--- src/rtl/bram_if_pkg.sv ---
// Shared definitions for the BRAM reader/writer/controller family.
// Holds default port widths and the burst writer state encoding.
package bram_if_pkg;

    localparam int ADDRESS_WIDTH   = 13;
    localparam int BRAM_DATA_WIDTH = 32;
    localparam int PIX_WIDTH       = 8;

    typedef enum logic [1:0] {
        IDLE,
        ACCEPT,
        WRITE,
        DONE
    } writer_state_t;

endpackage

--- src/rtl/bram_burst_writer_beat_unpacker.sv ---
// Holding register for one wide input beat plus a word selector that
// presents the idx-th BRAM-sized slice of it.
module bram_burst_writer_beat_unpacker #(
    parameter int DATA_WIDTH = 32,
    parameter int IN_WIDTH   = 512,
    parameter int WORDS      = IN_WIDTH / DATA_WIDTH,
    parameter int IDX_W      = (WORDS > 1) ? $clog2(WORDS) : 1
) (
    input  logic                  clk_i,
    input  logic                  rst_i,
    input  logic                  load,
    input  logic [IN_WIDTH-1:0]   beat_in,
    input  logic [IDX_W-1:0]      idx,
    output logic [DATA_WIDTH-1:0] word
);

    logic [IN_WIDTH-1:0]   beat_reg;
    logic [DATA_WIDTH-1:0] words [WORDS];

    always_ff @(posedge clk_i or posedge rst_i) begin
        if (rst_i) begin
            beat_reg <= '0;
        end else if (load) begin
            beat_reg <= beat_in;
        end
    end

    for (genvar gi = 0; gi < WORDS; gi++) begin : g_split
        assign words[gi] = beat_reg[gi*DATA_WIDTH +: DATA_WIDTH];
    end

    // Out-of-range idx can only occur for non power-of-two word counts; return 0.
    always_comb begin
        word = '0;
        if (32'(idx) < WORDS) begin
            word = words[idx];
        end
    end

endmodule

--- src/rtl/bram_burst_writer.sv ---
// Accepts wide beats over valid/ready and writes them word by word to
// consecutive addresses of a single-port BRAM, pulsing finish when done.
module bram_burst_writer #(
    parameter int ADDRESS_WIDTH        = bram_if_pkg::ADDRESS_WIDTH,
    parameter int BRAM_DATA_WIDTH      = bram_if_pkg::BRAM_DATA_WIDTH,
    parameter int WRITER_DATA_IN_WIDTH = 512
) (
    input  logic                            clk_i,
    input  logic                            rst_i,
    input  logic                            start_i,
    input  logic [ADDRESS_WIDTH-1:0]        base_addr_i,
    input  logic [ADDRESS_WIDTH:0]          num_words_i,
    output logic                            busy_o,
    input  logic                            wr_valid_i,
    output logic                            wr_ready_o,
    input  logic [WRITER_DATA_IN_WIDTH-1:0] wr_data_i,
    output logic                            wr_finish_o,
    output logic [ADDRESS_WIDTH-1:0]        bram_addr,
    output logic                            bram_en,
    output logic                            bram_we,
    output logic [BRAM_DATA_WIDTH-1:0]      bram_data_in
);

    import bram_if_pkg::*;

    localparam int WORDS_PER_BEAT = WRITER_DATA_IN_WIDTH / BRAM_DATA_WIDTH;
    localparam int IDX_W          = (WORDS_PER_BEAT > 1) ? $clog2(WORDS_PER_BEAT) : 1;

    writer_state_t            state_reg, state_next;
    logic [ADDRESS_WIDTH-1:0] base_reg, base_next;
    logic [ADDRESS_WIDTH:0]   num_reg, num_next;
    logic [ADDRESS_WIDTH:0]   cnt_reg, cnt_next;
    logic [IDX_W-1:0]         idx_reg, idx_next;
    logic [ADDRESS_WIDTH:0]   cnt_inc;
    logic                     load_beat;
    logic                     writing;
    logic [BRAM_DATA_WIDTH-1:0] sel_word;

    always_ff @(posedge clk_i or posedge rst_i) begin
        if (rst_i) begin
            state_reg <= IDLE;
            base_reg  <= '0;
            num_reg   <= '0;
            cnt_reg   <= '0;
            idx_reg   <= '0;
        end else begin
            state_reg <= state_next;
            base_reg  <= base_next;
            num_reg   <= num_next;
            cnt_reg   <= cnt_next;
            idx_reg   <= idx_next;
        end
    end

    assign cnt_inc = cnt_reg + 1'b1;

    always_comb begin
        state_next = state_reg;
        base_next  = base_reg;
        num_next   = num_reg;
        cnt_next   = cnt_reg;
        idx_next   = idx_reg;
        load_beat  = 1'b0;
        case (state_reg)
            IDLE: begin
                if (start_i) begin
                    base_next  = base_addr_i;
                    num_next   = num_words_i;
                    cnt_next   = '0;
                    idx_next   = '0;
                    state_next = (num_words_i == '0) ? DONE : ACCEPT;
                end
            end
            ACCEPT: begin
                if (wr_valid_i) begin
                    load_beat  = 1'b1;
                    idx_next   = '0;
                    state_next = WRITE;
                end
            end
            WRITE: begin
                cnt_next = cnt_inc;
                idx_next = idx_reg + 1'b1;
                // Finishing mid-beat simply drops the rest of the holding register.
                if (cnt_inc == num_reg) begin
                    state_next = DONE;
                end else if (idx_reg == IDX_W'(WORDS_PER_BEAT - 1)) begin
                    state_next = ACCEPT;
                end
            end
            DONE: begin
                state_next = IDLE;
            end
            default: begin
                state_next = IDLE;
            end
        endcase
    end

    bram_burst_writer_beat_unpacker #(
        .DATA_WIDTH (BRAM_DATA_WIDTH),
        .IN_WIDTH   (WRITER_DATA_IN_WIDTH),
        .WORDS      (WORDS_PER_BEAT),
        .IDX_W      (IDX_W)
    ) u_unpacker (
        .clk_i   (clk_i),
        .rst_i   (rst_i),
        .load    (load_beat),
        .beat_in (wr_data_i),
        .idx     (idx_reg),
        .word    (sel_word)
    );

    // Every output is a decode of registered state, so reset clears them all at once.
    assign writing      = (state_reg == WRITE);
    assign busy_o       = (state_reg != IDLE);
    assign wr_ready_o   = (state_reg == ACCEPT);
    assign wr_finish_o  = (state_reg == DONE);
    assign bram_en      = writing;
    assign bram_we      = writing;
    assign bram_addr    = writing ? (base_reg + cnt_reg[ADDRESS_WIDTH-1:0]) : '0;
    assign bram_data_in = writing ? sel_word : '0;

endmodule

--- config.mk ---
export PLATFORM = sky130hd
export DESIGN_NAME = bram_burst_writer
export DESIGN_NICKNAME = d
export VERILOG_FILES = /design/src/rtl/bram_if_pkg.sv /design/src/rtl/bram_burst_writer_beat_unpacker.sv /design/src/rtl/bram_burst_writer.sv
export SDC_FILE = /design/constraint.sdc
export NUM_CORES = 1
export LEC_CHECK = 0
export BUFFER_PORTS_ARGS = -buffer_cell sky130_fd_sc_hd__buf_4
export CAP_MARGIN = 20
export CORE_MARGIN = 5
export CORE_UTILIZATION = 50
export CTS_BUF_LIST = sky130_fd_sc_hd__clkbuf_16
export DETAILED_ROUTE_END_ITERATION = 6
export GPL_TIMING_DRIVEN = 0
export MAX_ROUTING_LAYER = met4
export PLACE_DENSITY = 0.73
export SLEW_MARGIN = 20
export SYNTH_ARGS = -nofsm -noshare
export SYNTH_HDL_FRONTEND = slang
export SYNTH_SLANG_ARGS = --single-unit
--- constraint.sdc ---
create_clock -name clk_i -period 22.7 [get_ports clk_i]
set_input_delay 4.54 -clock clk_i [delete_from_list [all_inputs] [get_ports clk_i]]
set_output_delay 4.54 -clock clk_i [all_outputs]
set_load 0.01 [all_outputs]
==> flow_summary.json <==
{
  "outcome": "finished, final reports clean",
  "synthesis.area_mm2": 0.0260,
  "grt_usage": 0.319,
  "slew_headroom": 0.232,
  "dp_hpwl_um": 67700,
  "postCtsSetupBuffers": 0,
  "io_buffers": 592,
  "rsz0062_at_grt": "false",
  "synth_area_leaders": "dfrtp_1, mux2_2, mux4_2",
  "reg2reg_to": "state_reg[0]",
  "grt_pass1_vias": 19400,
  "peakVddDrop_mv": 0.0749,
  "num_rows": 83,
  "slowest_delay_ns": 0.91,
  "critPathTopFamily": "buffers and inverters",
  "seq_area_frac_synth": 0.539,
  "path_clk_slew_ns": 0.06,
  "reg2reg_from": "cnt_reg[1]",
  "syn_to_final_growth_pct": 28.4,
  "ys_dominant_reg_cell": "dfrtp_1",
  "fp.dieArea_mm2": 0.0566,
  "setup_violations": 0,
  "hold_viol_final": 0,
  "fp.dieH_um": 238,
  "power.density_mw_per_mm2": 133,
  "fin_crit_sh": 0.371,
  "synth_top_area_frac": 0.539,
  "ctsHoldBuffers": 0,
  "drive_gt1_frac": 0.616,
  "ys_warn_count": 0,
  "cp-end-kind": "output pin",
  "fin_crit_ns": 8.43,
  "fmax_mhz": 119,
  "h-tree-depth": 2,
  "start_util": 0.505,
  "firstDrtPassIters": 5,
  "worstPathRequired_ns": 18.16,
  "critPathKind": "register to output pin",
  "synth_edf_count": 0,
  "critical_path.max_fanout": 10,
  "routedWlPerCell_um": 28.9,
  "cts_tree": "built",
  "fin_skew_ns": 0.0168,
  "cts_made_buffers": 59,
  "gp_congestion": 0.898,
  "syn_area_per_cell_um2": 15.8,
  "yosysTopAreaCell": "dfrtp_1",
  "tightest_slew_ns": 1.15,
  "n_fill_cell": 3883,
  "overflow": 0,
  "tns_ns": 0,
  "largest_register_ff_count": 512,
  "route.vias.total": 17900,
  "ant_nets": 0,
  "drc": 0,
  "clock_sinks": 559,
  "synth_common_cells": "dfrtp_1, mux2_2, mux4_2",
  "critPathSlowestCell": "clkbuf_1",
  "clockRootBuffer": "clkbuf_16",
  "drtIter0Drc": 1367,
  "power_leakage_nw": 14.7,
  "routed_wl_um": 88700,
  "reg2reg_depth": 8,
  "die_width_um": 238,
  "async_flop_share": 1.00,
  "final_nets": 2857,
  "slew_viol_final": 0,
  "path_buf_inv": 3,
  "multi_input_area_mm2": 0.0114,
  "path_cells": "clkbuf_1, clkbuf_1, mux4_2, mux4_2, and2_1, buf_4",
  "avgViaCountPerCell": 5.83,
  "clock_latency_ns": 0.63,
  "yosysMostFrequentCell": "dfrtp_1",
  "finalPower_w": 0.00444,
  "syn_nets": 2198,
  "ioPinCount": 593,
  "cp_num_cells": 6,
  "ff2ff_setup_slack_ns": 20.01,
  "endpoint": "bram_data_in[30]",
  "clockBufferDepth": 3,
  "core-area_mm2": 0.0514,
  "synthCells": 1640,
  "startpoint_type": "register",
  "arrival_ns": 3.89,
  "synth_cell_type_count": 50,
  "antenna_found_initial": 36,
  "synth-seq-cells": 559,
  "cts_resized": 0,
  "max_cap_viol_count": 0,
  "final-seq-area_mm2": 0.0140,
  "hold_path_class": "register to register",
  "startpoint": "idx_reg[1]",
  "grt_max_degree": 110,
  "grt_pass1_wl_um": 128000
}
kinds of logic (layout without fill, tap and decap cells):
group,Yosys count,count (layout),synth area share
compound gates,73,73,0.0169
mux,702,702,0.374
buf+inv,121,829,0.0233
fa+ha+maj,15,15,0.00752
xor+xnor,30,30,0.0101
other cells,0,39,0
simple gates,140,140,0.0292
flops,559,559,0.539
layout make-up:
type,count,share of cell area
inverter,6,0.000901
tap,680,0.0255
clock buffer,61,0.0458
buffer,115,0.0175
multi-input combinational,960,0.341
sequential,559,0.420
timing repair buffer,598,0.138
clock inverter,49,0.00819
antenna,39,0.00293
placed cells by master (no fill, tap or decap), drive strengths merged, types with 2 or more instances in the layout:
| master | instances |
|---|---|
| and4 | 2 |
| o21bai | 3 |
| and2 | 37 |
| nor3 | 7 |
| clkinv | 32 |
| o41ai | 2 |
| diode | 39 |
| nand3b | 4 |
| inv | 20 |
| mux2 | 539 |
| or3b | 2 |
| xnor2 | 17 |
| nand4 | 9 |
| ha | 14 |
| a21oi | 14 |
| bufinv | 2 |
| nor2b | 2 |
| and3 | 3 |
| dfrtp | 559 |
| nand3 | 13 |
| a21o | 5 |
| mux2i | 3 |
| nor4 | 3 |
| buf | 674 |
| o21ai | 31 |
| xor2 | 13 |
| nand2b | 2 |
| a31oi | 4 |
| nand2 | 23 |
| o31ai | 6 |
| clkbuf | 100 |
| nor2 | 24 |
| mux4 | 160 |
| nand4b | 2 |
| or3 | 3 |
how the worst min path moves through the flow:
| stage | start | depth (start not counted) | to |
|---|---|---|---|
| 2_1_floorplan | cnt_reg[13] | 1 | cnt_reg[13] |
| 3_5_place_dp | u_unpacker.beat_reg[323] | 1 | u_unpacker.beat_reg[323] |
| 6_report | u_unpacker.beat_reg[68] | 1 | u_unpacker.beat_reg[68] |
| 4_1_cts | u_unpacker.beat_reg[323] | 1 | u_unpacker.beat_reg[323] |
| 3_3_place_gp | u_unpacker.beat_reg[95] | 1 | u_unpacker.beat_reg[95] |
| 5_1_grt | u_unpacker.beat_reg[199] | 1 | u_unpacker.beat_reg[199] |
metal layers:
metal / GRT usage / routed length (um)
met4: 0.129 / 3740
met5: - / 0
met1: 0.396 / 34400
met2: 0.504 / 43300
met3: 0.0862 / 7250
where the power goes:
group / internal (W) / total, W / switching [W]
combinational: 0.00103 / 0.00175 / 0.000721
clock: 0.000506 / 0.000914 / 0.000408
sequential: 0.00150 / 0.00177 / 0.000270
total: 0.00304 / 0.00444 / 0.00140
stage by stage:
step / util / setup slack, ns / area, um^2 / cells / hold slack [ns]
global placement: 0.608 / -3.08 / 31200 / 2912 / 0.481
finish: 0.648 / 14.27 / 33300 / 3067 / 0.500
detailed placement: 0.611 / 14.89 / 31400 / 2918 / 0.487
CTS: 0.646 / 14.22 / 33200 / 3028 / 0.500
floorplan: - / 2.53 / 26000 / 1640 / 0.470
global route: 0.648 / 14.15 / 33300 / 3064 / 0.509
No activity file was read; power rests on OpenSTA's default activity.
